==> config.mk <==
export PLATFORM = sky130hd
export DESIGN_NAME = alu_sequencer
export DESIGN_NICKNAME = d
export VERILOG_FILES = /design/src/rtl/csd_pkg.sv /design/src/rtl/alu_sequencer.sv
export SDC_FILE = /design/constraint.sdc
export NUM_CORES = 1
export LEC_CHECK = 0
export CORE_AREA = 2 2 69 71
export CTS_BUF_LIST = sky130_fd_sc_hd__clkbuf_8
export CTS_CLUSTER_DIAMETER = 50
export DETAILED_ROUTE_END_ITERATION = 6
export DIE_AREA = 0 0 71 73
export DONT_BUFFER_PORTS = 1
export SYNTH_ARGS = -nofsm -noshare
export SYNTH_HDL_FRONTEND = slang
export SYNTH_SLANG_ARGS = --single-unit
==> constraint.sdc <==
create_clock -name clk -period 3.55 [get_ports clk]
set_input_delay 0.71 -clock clk [delete_from_list [all_inputs] [get_ports clk]]
set_output_delay 0.71 -clock clk [all_outputs]
set_load 0.02 [all_outputs]
==> src/rtl/csd_pkg.sv <==
// ---------------------------------------------------------------------------
// csd_pkg -- shared definitions for the CSD processor control path.
//   * Instruction opcodes (OP_*), the 4-bit field at ir[15:12].
//   * ALU operation codes (ALU_*) driven on alu_op.
//   * Sequencer state encoding (ST_* values, state_t enum).
//   * alu_code(): maps an instruction opcode to its ALU operation.
// ---------------------------------------------------------------------------
package csd_pkg;

    // Instruction opcodes; 8-15 are undefined and execute as NOP.
    localparam logic [3:0] OP_NOP  = 4'd0;
    localparam logic [3:0] OP_ADD  = 4'd1;
    localparam logic [3:0] OP_SUB  = 4'd2;
    localparam logic [3:0] OP_SHL  = 4'd3;
    localparam logic [3:0] OP_SHR  = 4'd4;
    localparam logic [3:0] OP_JMPZ = 4'd5;
    localparam logic [3:0] OP_JMP  = 4'd6;
    localparam logic [3:0] OP_HALT = 4'd7;

    // ALU operation codes.
    localparam logic [2:0] ALU_NOP = 3'd0;
    localparam logic [2:0] ALU_ADD = 3'd1;
    localparam logic [2:0] ALU_SUB = 3'd2;
    localparam logic [2:0] ALU_SHL = 3'd3;
    localparam logic [2:0] ALU_SHR = 3'd4;

    // Sequencer state encoding.
    localparam logic [2:0] ST_IDLE   = 3'd0;
    localparam logic [2:0] ST_FETCH  = 3'd1;
    localparam logic [2:0] ST_DECODE = 3'd2;
    localparam logic [2:0] ST_EXEC   = 3'd3;
    localparam logic [2:0] ST_WAIT   = 3'd4;
    localparam logic [2:0] ST_WB     = 3'd5;
    localparam logic [2:0] ST_HALTED = 3'd6;

    typedef enum logic [2:0] {
        S_IDLE   = ST_IDLE,
        S_FETCH  = ST_FETCH,
        S_DECODE = ST_DECODE,
        S_EXEC   = ST_EXEC,
        S_WAIT   = ST_WAIT,
        S_WB     = ST_WB,
        S_HALTED = ST_HALTED
    } state_t;

    // ALU operation for an opcode; non-ALU opcodes map to ALU_NOP.
    function automatic logic [2:0] alu_code(input logic [3:0] op);
        case (op)
            OP_ADD:  return ALU_ADD;
            OP_SUB:  return ALU_SUB;
            OP_SHL:  return ALU_SHL;
            OP_SHR:  return ALU_SHR;
            default: return ALU_NOP;
        endcase
    endfunction

endpackage

==> src/rtl/alu_sequencer.sv <==
// ---------------------------------------------------------------------------
// alu_sequencer -- instruction fetch/decode/execute controller for the ALU.
//
// Fetches instructions from a synchronous-read instruction memory, decodes
// them, issues alu_op, sequences register-file read/write strobes and uses
// the ALU zero flag (captured from z[0] on write-back) for conditional jumps.
//
// Ports
//   clk       in   1   rising-edge clock
//   rst       in   1   asynchronous active-high reset
//   start     in   1   start pulse, honoured in IDLE and HALTED only
//   im_addr   out  AW  instruction memory address (tracks pc)
//   im_rd_en  out  1   instruction memory read strobe (high in FETCH)
//   im_data   in   IW  instruction memory read data (valid the cycle after FETCH)
//   alu_op    out  3   ALU operation, non-zero only during EXEC of ALU ops
//   z         in   16  ALU zero flag, only bit 0 is used
//   reg_ra    out  RW  register-file read address A
//   reg_rb    out  RW  register-file read address B
//   reg_wa    out  RW  register-file write address
//   reg_we    out  1   register-file write enable, high only in WB
//   busy      out  1   high outside IDLE/HALTED
//   done      out  1   high while HALTED
//
// Every output is a flop loaded from the value it must carry in the next
// state, so each output is valid for the whole cycle of the state it belongs
// to. Cycle counts FETCH to FETCH: ALU ops 5, branches/NOP 3.
// ---------------------------------------------------------------------------
module alu_sequencer
    import csd_pkg::*;
#(
    parameter int IW = 16,
    parameter int AW = 8,
    parameter int RW = 4
) (
    input  logic          clk,
    input  logic          rst,
    input  logic          start,
    output logic [AW-1:0] im_addr,
    output logic          im_rd_en,
    input  logic [IW-1:0] im_data,
    output logic [2:0]    alu_op,
    input  logic [15:0]   z,
    output logic [RW-1:0] reg_ra,
    output logic [RW-1:0] reg_rb,
    output logic [RW-1:0] reg_wa,
    output logic          reg_we,
    output logic          busy,
    output logic          done
);

    state_t        state_q, state_d;
    logic [AW-1:0] pc_q, pc_d;
    logic [IW-1:0] ir_q, ir_d;
    logic          zflag_q, zflag_d;

    logic [2:0]    alu_op_d;
    logic          im_rd_en_d;
    logic [RW-1:0] reg_ra_d, reg_rb_d, reg_wa_d;
    logic          reg_we_d;

    // Instruction fields.
    logic [3:0]    ir_opcode;
    logic [RW-1:0] ir_rd;
    logic [AW-1:0] ir_target;
    logic [3:0]    im_opcode;

    assign ir_opcode = ir_q[IW-1 -: 4];
    assign ir_rd     = ir_q[IW-5 -: RW];
    assign ir_target = ir_q[AW-1:0];
    assign im_opcode = im_data[IW-1 -: 4];

    // Only the zero bit of the ALU flag word is meaningful here.
    logic unused_z;
    assign unused_z = ^z[15:1];

    // -----------------------------------------------------------------------
    // Next-state and next-output logic.
    // -----------------------------------------------------------------------
    always_comb begin
        // NOTE: every signal gets a default before the case so no path leaves
        // it unassigned; that is what keeps this block free of latches.
        state_d    = state_q;
        pc_d       = pc_q;
        ir_d       = ir_q;
        zflag_d    = zflag_q;
        alu_op_d   = ALU_NOP;
        im_rd_en_d = 1'b0;
        reg_we_d   = 1'b0;
        reg_wa_d   = reg_wa;
        reg_ra_d   = reg_ra;
        reg_rb_d   = reg_rb;

        case (state_q)
            S_IDLE: begin
                if (start) state_d = S_FETCH;
            end
            S_HALTED: begin
                if (start) begin
                    pc_d    = '0;
                    state_d = S_FETCH;
                end
            end
            S_FETCH: begin
                state_d = S_DECODE;
            end
            S_DECODE: begin
                // Instruction word arrives this cycle; register it together with
                // the read addresses and the ALU op so all are valid in EXEC.
                ir_d     = im_data;
                reg_ra_d = im_data[2*RW-1 -: RW];
                reg_rb_d = im_data[RW-1:0];
                alu_op_d = alu_code(im_opcode);
                state_d  = S_EXEC;
            end
            S_EXEC: begin
                case (ir_opcode)
                    OP_ADD, OP_SUB, OP_SHL, OP_SHR: state_d = S_WAIT;
                    OP_JMP: begin
                        pc_d    = ir_target;
                        state_d = S_FETCH;
                    end
                    OP_JMPZ: begin
                        pc_d    = zflag_q ? ir_target : pc_q + AW'(1);
                        state_d = S_FETCH;
                    end
                    OP_HALT: state_d = S_HALTED;
                    default: begin
                        pc_d    = pc_q + AW'(1);
                        state_d = S_FETCH;
                    end
                endcase
            end
            S_WAIT: begin
                // ALU result latched at the end of EXEC; the write strobe is
                // staged here so it appears exactly in WB.
                reg_we_d = 1'b1;
                reg_wa_d = ir_rd;
                state_d  = S_WB;
            end
            S_WB: begin
                // z settled at the end of WAIT, so it is stable across WB.
                zflag_d = z[0];
                pc_d    = pc_q + AW'(1);
                state_d = S_FETCH;
            end
            default: state_d = S_IDLE;
        endcase

        if (state_d == S_FETCH) im_rd_en_d = 1'b1;
    end

    // -----------------------------------------------------------------------
    // State and output registers.
    // -----------------------------------------------------------------------
    // NOTE: every flop here, outputs included, is cleared by the async reset so
    // an in-flight write strobe is dropped the moment rst rises.
    always_ff @(posedge clk or posedge rst) begin
        if (rst) begin
            state_q  <= S_IDLE;
            pc_q     <= '0;
            ir_q     <= '0;
            zflag_q  <= 1'b0;
            im_addr  <= '0;
            im_rd_en <= 1'b0;
            alu_op   <= ALU_NOP;
            reg_ra   <= '0;
            reg_rb   <= '0;
            reg_wa   <= '0;
            reg_we   <= 1'b0;
            busy     <= 1'b0;
            done     <= 1'b0;
        end else begin
            // NOTE: non-blocking assignments so every flop samples the values
            // from before this edge, independent of statement order.
            state_q  <= state_d;
            pc_q     <= pc_d;
            ir_q     <= ir_d;
            zflag_q  <= zflag_d;
            im_addr  <= pc_d;
            im_rd_en <= im_rd_en_d;
            alu_op   <= alu_op_d;
            reg_ra   <= reg_ra_d;
            reg_rb   <= reg_rb_d;
            reg_wa   <= reg_wa_d;
            reg_we   <= reg_we_d;
            busy     <= (state_d != S_IDLE) && (state_d != S_HALTED);
            done     <= (state_d == S_HALTED);
        end
    end

endmodule

==> results by group <==
Global routing
  • Largest net degree at the start of global routing: 40
  • First-pass GRT wire length: 6.38 mm
  • Grt ovf: 0
  • Number of global-route vias before repair: ~1.4k
  • Tot GR Track Use: 0.161
  • Antenna violations before repair: 0

Drt
  • Remaining DRCs: 0
  • First DRT Iteration DRCs: 62
  • First drt pass iteration count: 4
  • Met2 Wirelength: 1.83 mm
  • Max layer used: met4
  • Vias: between 1k and 1.5k
  • Antenna Nets Post-Route: 0
  • Post-DR vias/cell: 5.73
  • Post-Route WL: 3.78 mm
  • WL met3: between 200 and 300 microns
  • Avg WL per Cell: roughly 17 microns
  • Routed met1 length: 1.60 mm

Critical path
  • Critical path class: flop to flop
  • Reg-to-Reg Start: state_q[1]
  • CP Data Required Time: 3.77 ns
  • Critical Path Start: state_q[1]
  • Crit path largest cell delay: 0.54 ns
  • CP delay by family, top: flip-flops
  • Cell mode on critical path: a21oi_1
  • Slowest cell on the critical path: dfrtp_1
  • Worst setup SP type: flop
  • Worst EP arrival: 2.20 ns
  • Setup crit end kind: flop
  • WP buf/inv: 1
  • Max FO, Critical Path: 12
  • Cell Chain, Critical Path: inv_1, ha_1, or2_2, a21oi_1, a211oi_2, xnor2_1, a21oi_1

Clock network
  • CTS max path bufs: 2
  • CTS tree: built
  • Cts hold-fix bufs: 0
  • H-tree depth: 2
  • CTS resizes: 0
  • Root Buffer: clkbuf_8
  • Clock sink count: 39
  • Skew-Pair Late Insertion Delay: 0.29 ns
  • Post-CTS setup repair buffer count: 0
  • Clock slew at reported path FFs: 0.08 ns
  • Num CTS Buffers: 5

Power and ir drop
  • Logic pwr share: 0.330
  • LEAKAGE: 0.867 nW
  • VDD IR-drop max: 0.511 mV
  • Total Power: approximately 2.1 mW
  • Switching power: 0.881 mW
  • Net Sw Frac: 0.413
  • Int Pwr: 1.25 mW
  • PD cells: 1040 mW/mm^2
  • Clk pwr share: 0.206
  • Flop pwr share: 0.464

STA
  • Finish-stage setup viols: 0
  • Normalized max-slew margin: 0.628
  • Post-route worst setup slack: 1.57 ns
  • Unrepaired setup endpoints after global routing: false
  • Count of final hold-check violations: 0
  • Peak Freq: 504 MHz
  • Final min period: 1.98 ns
  • Worst clock skew: roughly 0.0041 ns
  • Slew Viols, Final: 0
  • Setup TNS: 0 ns
  • Slew of the pin with the lowest slew margin: 0.553 ns
  • Final worst-path cycle share: 0.559

Cells and area
  • Non-Filler Instances: 226
  • Nets: 208
  • Multi-input gate area: just over 800 sq um
  • Fin util: 0.453
  • Fillcell total: 416
  • ANT cells: 0
  • Storage cell area: 976 sq um
  • Layout area overhead: 6.69%
  • Share of cells above drive strength 1: 0.215

Synthesis
  • Synthesized area per cell: 11.0 sq um
  • Post-synthesis sequential area ratio: 0.507
  • Asr flop ratio synth: 1.00
  • Most frequent cell after synthesis: dfrtp_1
  • Post-synth top area share: 0.507
  • Net Count, Synth: ~210
  • Post-Syn Area: 0.00193 sq mm
  • Main flop type after synthesis: dfrtp_1
  • Synth top area cells: dfrtp_1 (51%), mux2_2 (12%), a21oi_1 (3.1%)
  • Most frequent cells after synthesis: dfrtp_1 (39), mux2_2 (20), a21oi_1 (12)
  • Mapped Cells: 175
  • #FFs+latches synth: 39
  • Yosys warnings: 0
  • EDFF count, synth: 0
  • Cell taking the most area after synthesis: dfrtp_1
  • Distinct cell type count after synthesis: 43

Flow run
  • Maxcap violations: 0

Place
  • IO buf count: 0
  • Post-DP HPWL: 2.77 mm
  • Pre-CTS WS: between 1.5 and 2 ns
  • Final Wtd Congestion: 0.842
  • Placed Cells: about 220

Floorplanning
  • Starting Density: 0.425
  • Rows: 25
  • Die H: 73 microns
  • DIE AREA: 0.00518 sq mm
  • Chip width: 71 microns
  • I/O pin cnt: 62
  • Core area: 0.00454 sq mm

Min path
  • HP Class: primary input to asynchronous set/reset pin

Status
  • Status: finished, final reports clean
## final cells by class
| type | count | area share |
|---|---|---|
| Inverter | 9 | 0.0164 |
| Sequential cell | 39 | 0.475 |
| Clock buffer | 5 | 0.0335 |
| Multi-Input combinational cell | 114 | 0.402 |
| Tap cell | 54 | 0.0329 |
| Clock inverter | 3 | 0.0329 |
| Timing Repair Buffer | 2 | 0.00731 |
## worst register-to-register path, cell delays in order, from the launching register on
cell and delay, ns:
dfrtp_1 0.54, inv_1 0.11, ha_1 0.33, or2_2 0.28, a21oi_1 0.20, a211oi_2 0.13
xnor2_1 0.15, a21oi_1 0.16
## registers in the layout, summed over array words and instances, names as in the netlist, 3 cells and up
name / cells
alu_op: 3
reg_rb: 3
pc_q: 8
ir_q: 10
state_q: 3
reg_ra: 3
reg_wa: 4
## layout by cell type, fill, tap and decap left out, types with 2 or more instances in the layout
| cell | instances |
|---|---|
| a21oi_1 | 12 |
| a211oi_1 | 2 |
| nand3b_1 | 2 |
| nand2b_1 | 5 |
| o211ai_1 | 2 |
| and3_1 | 3 |
| clkbuf_8 | 5 |
| nand3_1 | 6 |
| dfrtp_1 | 39 |
| nand2_1 | 10 |
| mux2_2 | 20 |
| a221oi_1 | 2 |
| buf_4 | 2 |
| o21ai_1 | 2 |
| bufinv_16 | 2 |
| nor2b_1 | 3 |
| xnor2_1 | 2 |
| a211oi_2 | 3 |
| inv_1 | 9 |
| o21ai_0 | 5 |
| nor4bb_1 | 2 |
| nor2_1 | 8 |
| nor3_1 | 4 |
| o31ai_1 | 2 |
| ha_1 | 2 |
## power by group through the flow
stage | clock network (mW) | registers, mW | logic, mW
3_3_place_gp | 0 | 0.993 | 0.680
2_1_floorplan | 0 | 0.853 | 0.762
5_1_grt | 0.469 | 1.03 | 0.799
6_report | 0.440 | 0.992 | 0.704
4_1_cts | 0.451 | 0.996 | 0.708
3_5_place_dp | 0 | 1.00 | 0.707
## logic make-up (layout without fill, tap and decap cells)
kind of cell               Yosys count  count (layout)  synth area share
and+or+nand+nor                     52              52             0.152
DFF                                 39              39             0.507
AOI/OAI and AO/OA                   38              38             0.138
muxes                               20              20             0.117
adders and majority gates            2               2            0.0130
buffers and inverters               22              19            0.0643
xor gates and xnor gates             2               2           0.00910
## worst paths after layout
kind / endpoint / slack, ns / cells past startpoint
worst max-delay path: busy / 1.57 / 7
worst min-delay path: reg_rb[2] / 0.42 / 2
worst max register to register: busy / 1.57 / 7
worst min register to register: zflag_q / 0.51 / 1
max in group asynchronous: zflag_q / 2.80 / 2
min in group clk: alu_op[0] / 0.48 / 1
## metal layers
| metal | GRT usage | vias up |
|---|---|---|
| li1 | - | 617 |
| met1 | 0.186 | 633 |
| met2 | 0.261 | 41 |
| met3 | 0.0704 | 4 |
| met4 | 0.0692 | 0 |
| met5 | 0 | - |
## metrics by stage
stage	hold WS, ns	cell area (sq um)
final	0.418	2050
after global routing	0.467	2050
after CTS	0.428	2050
after detailed placement	0.494	1920
after global placement	0.485	1920
after floorplan	0.475	1930
Note: power is estimated with default switching activity, not from simulation.
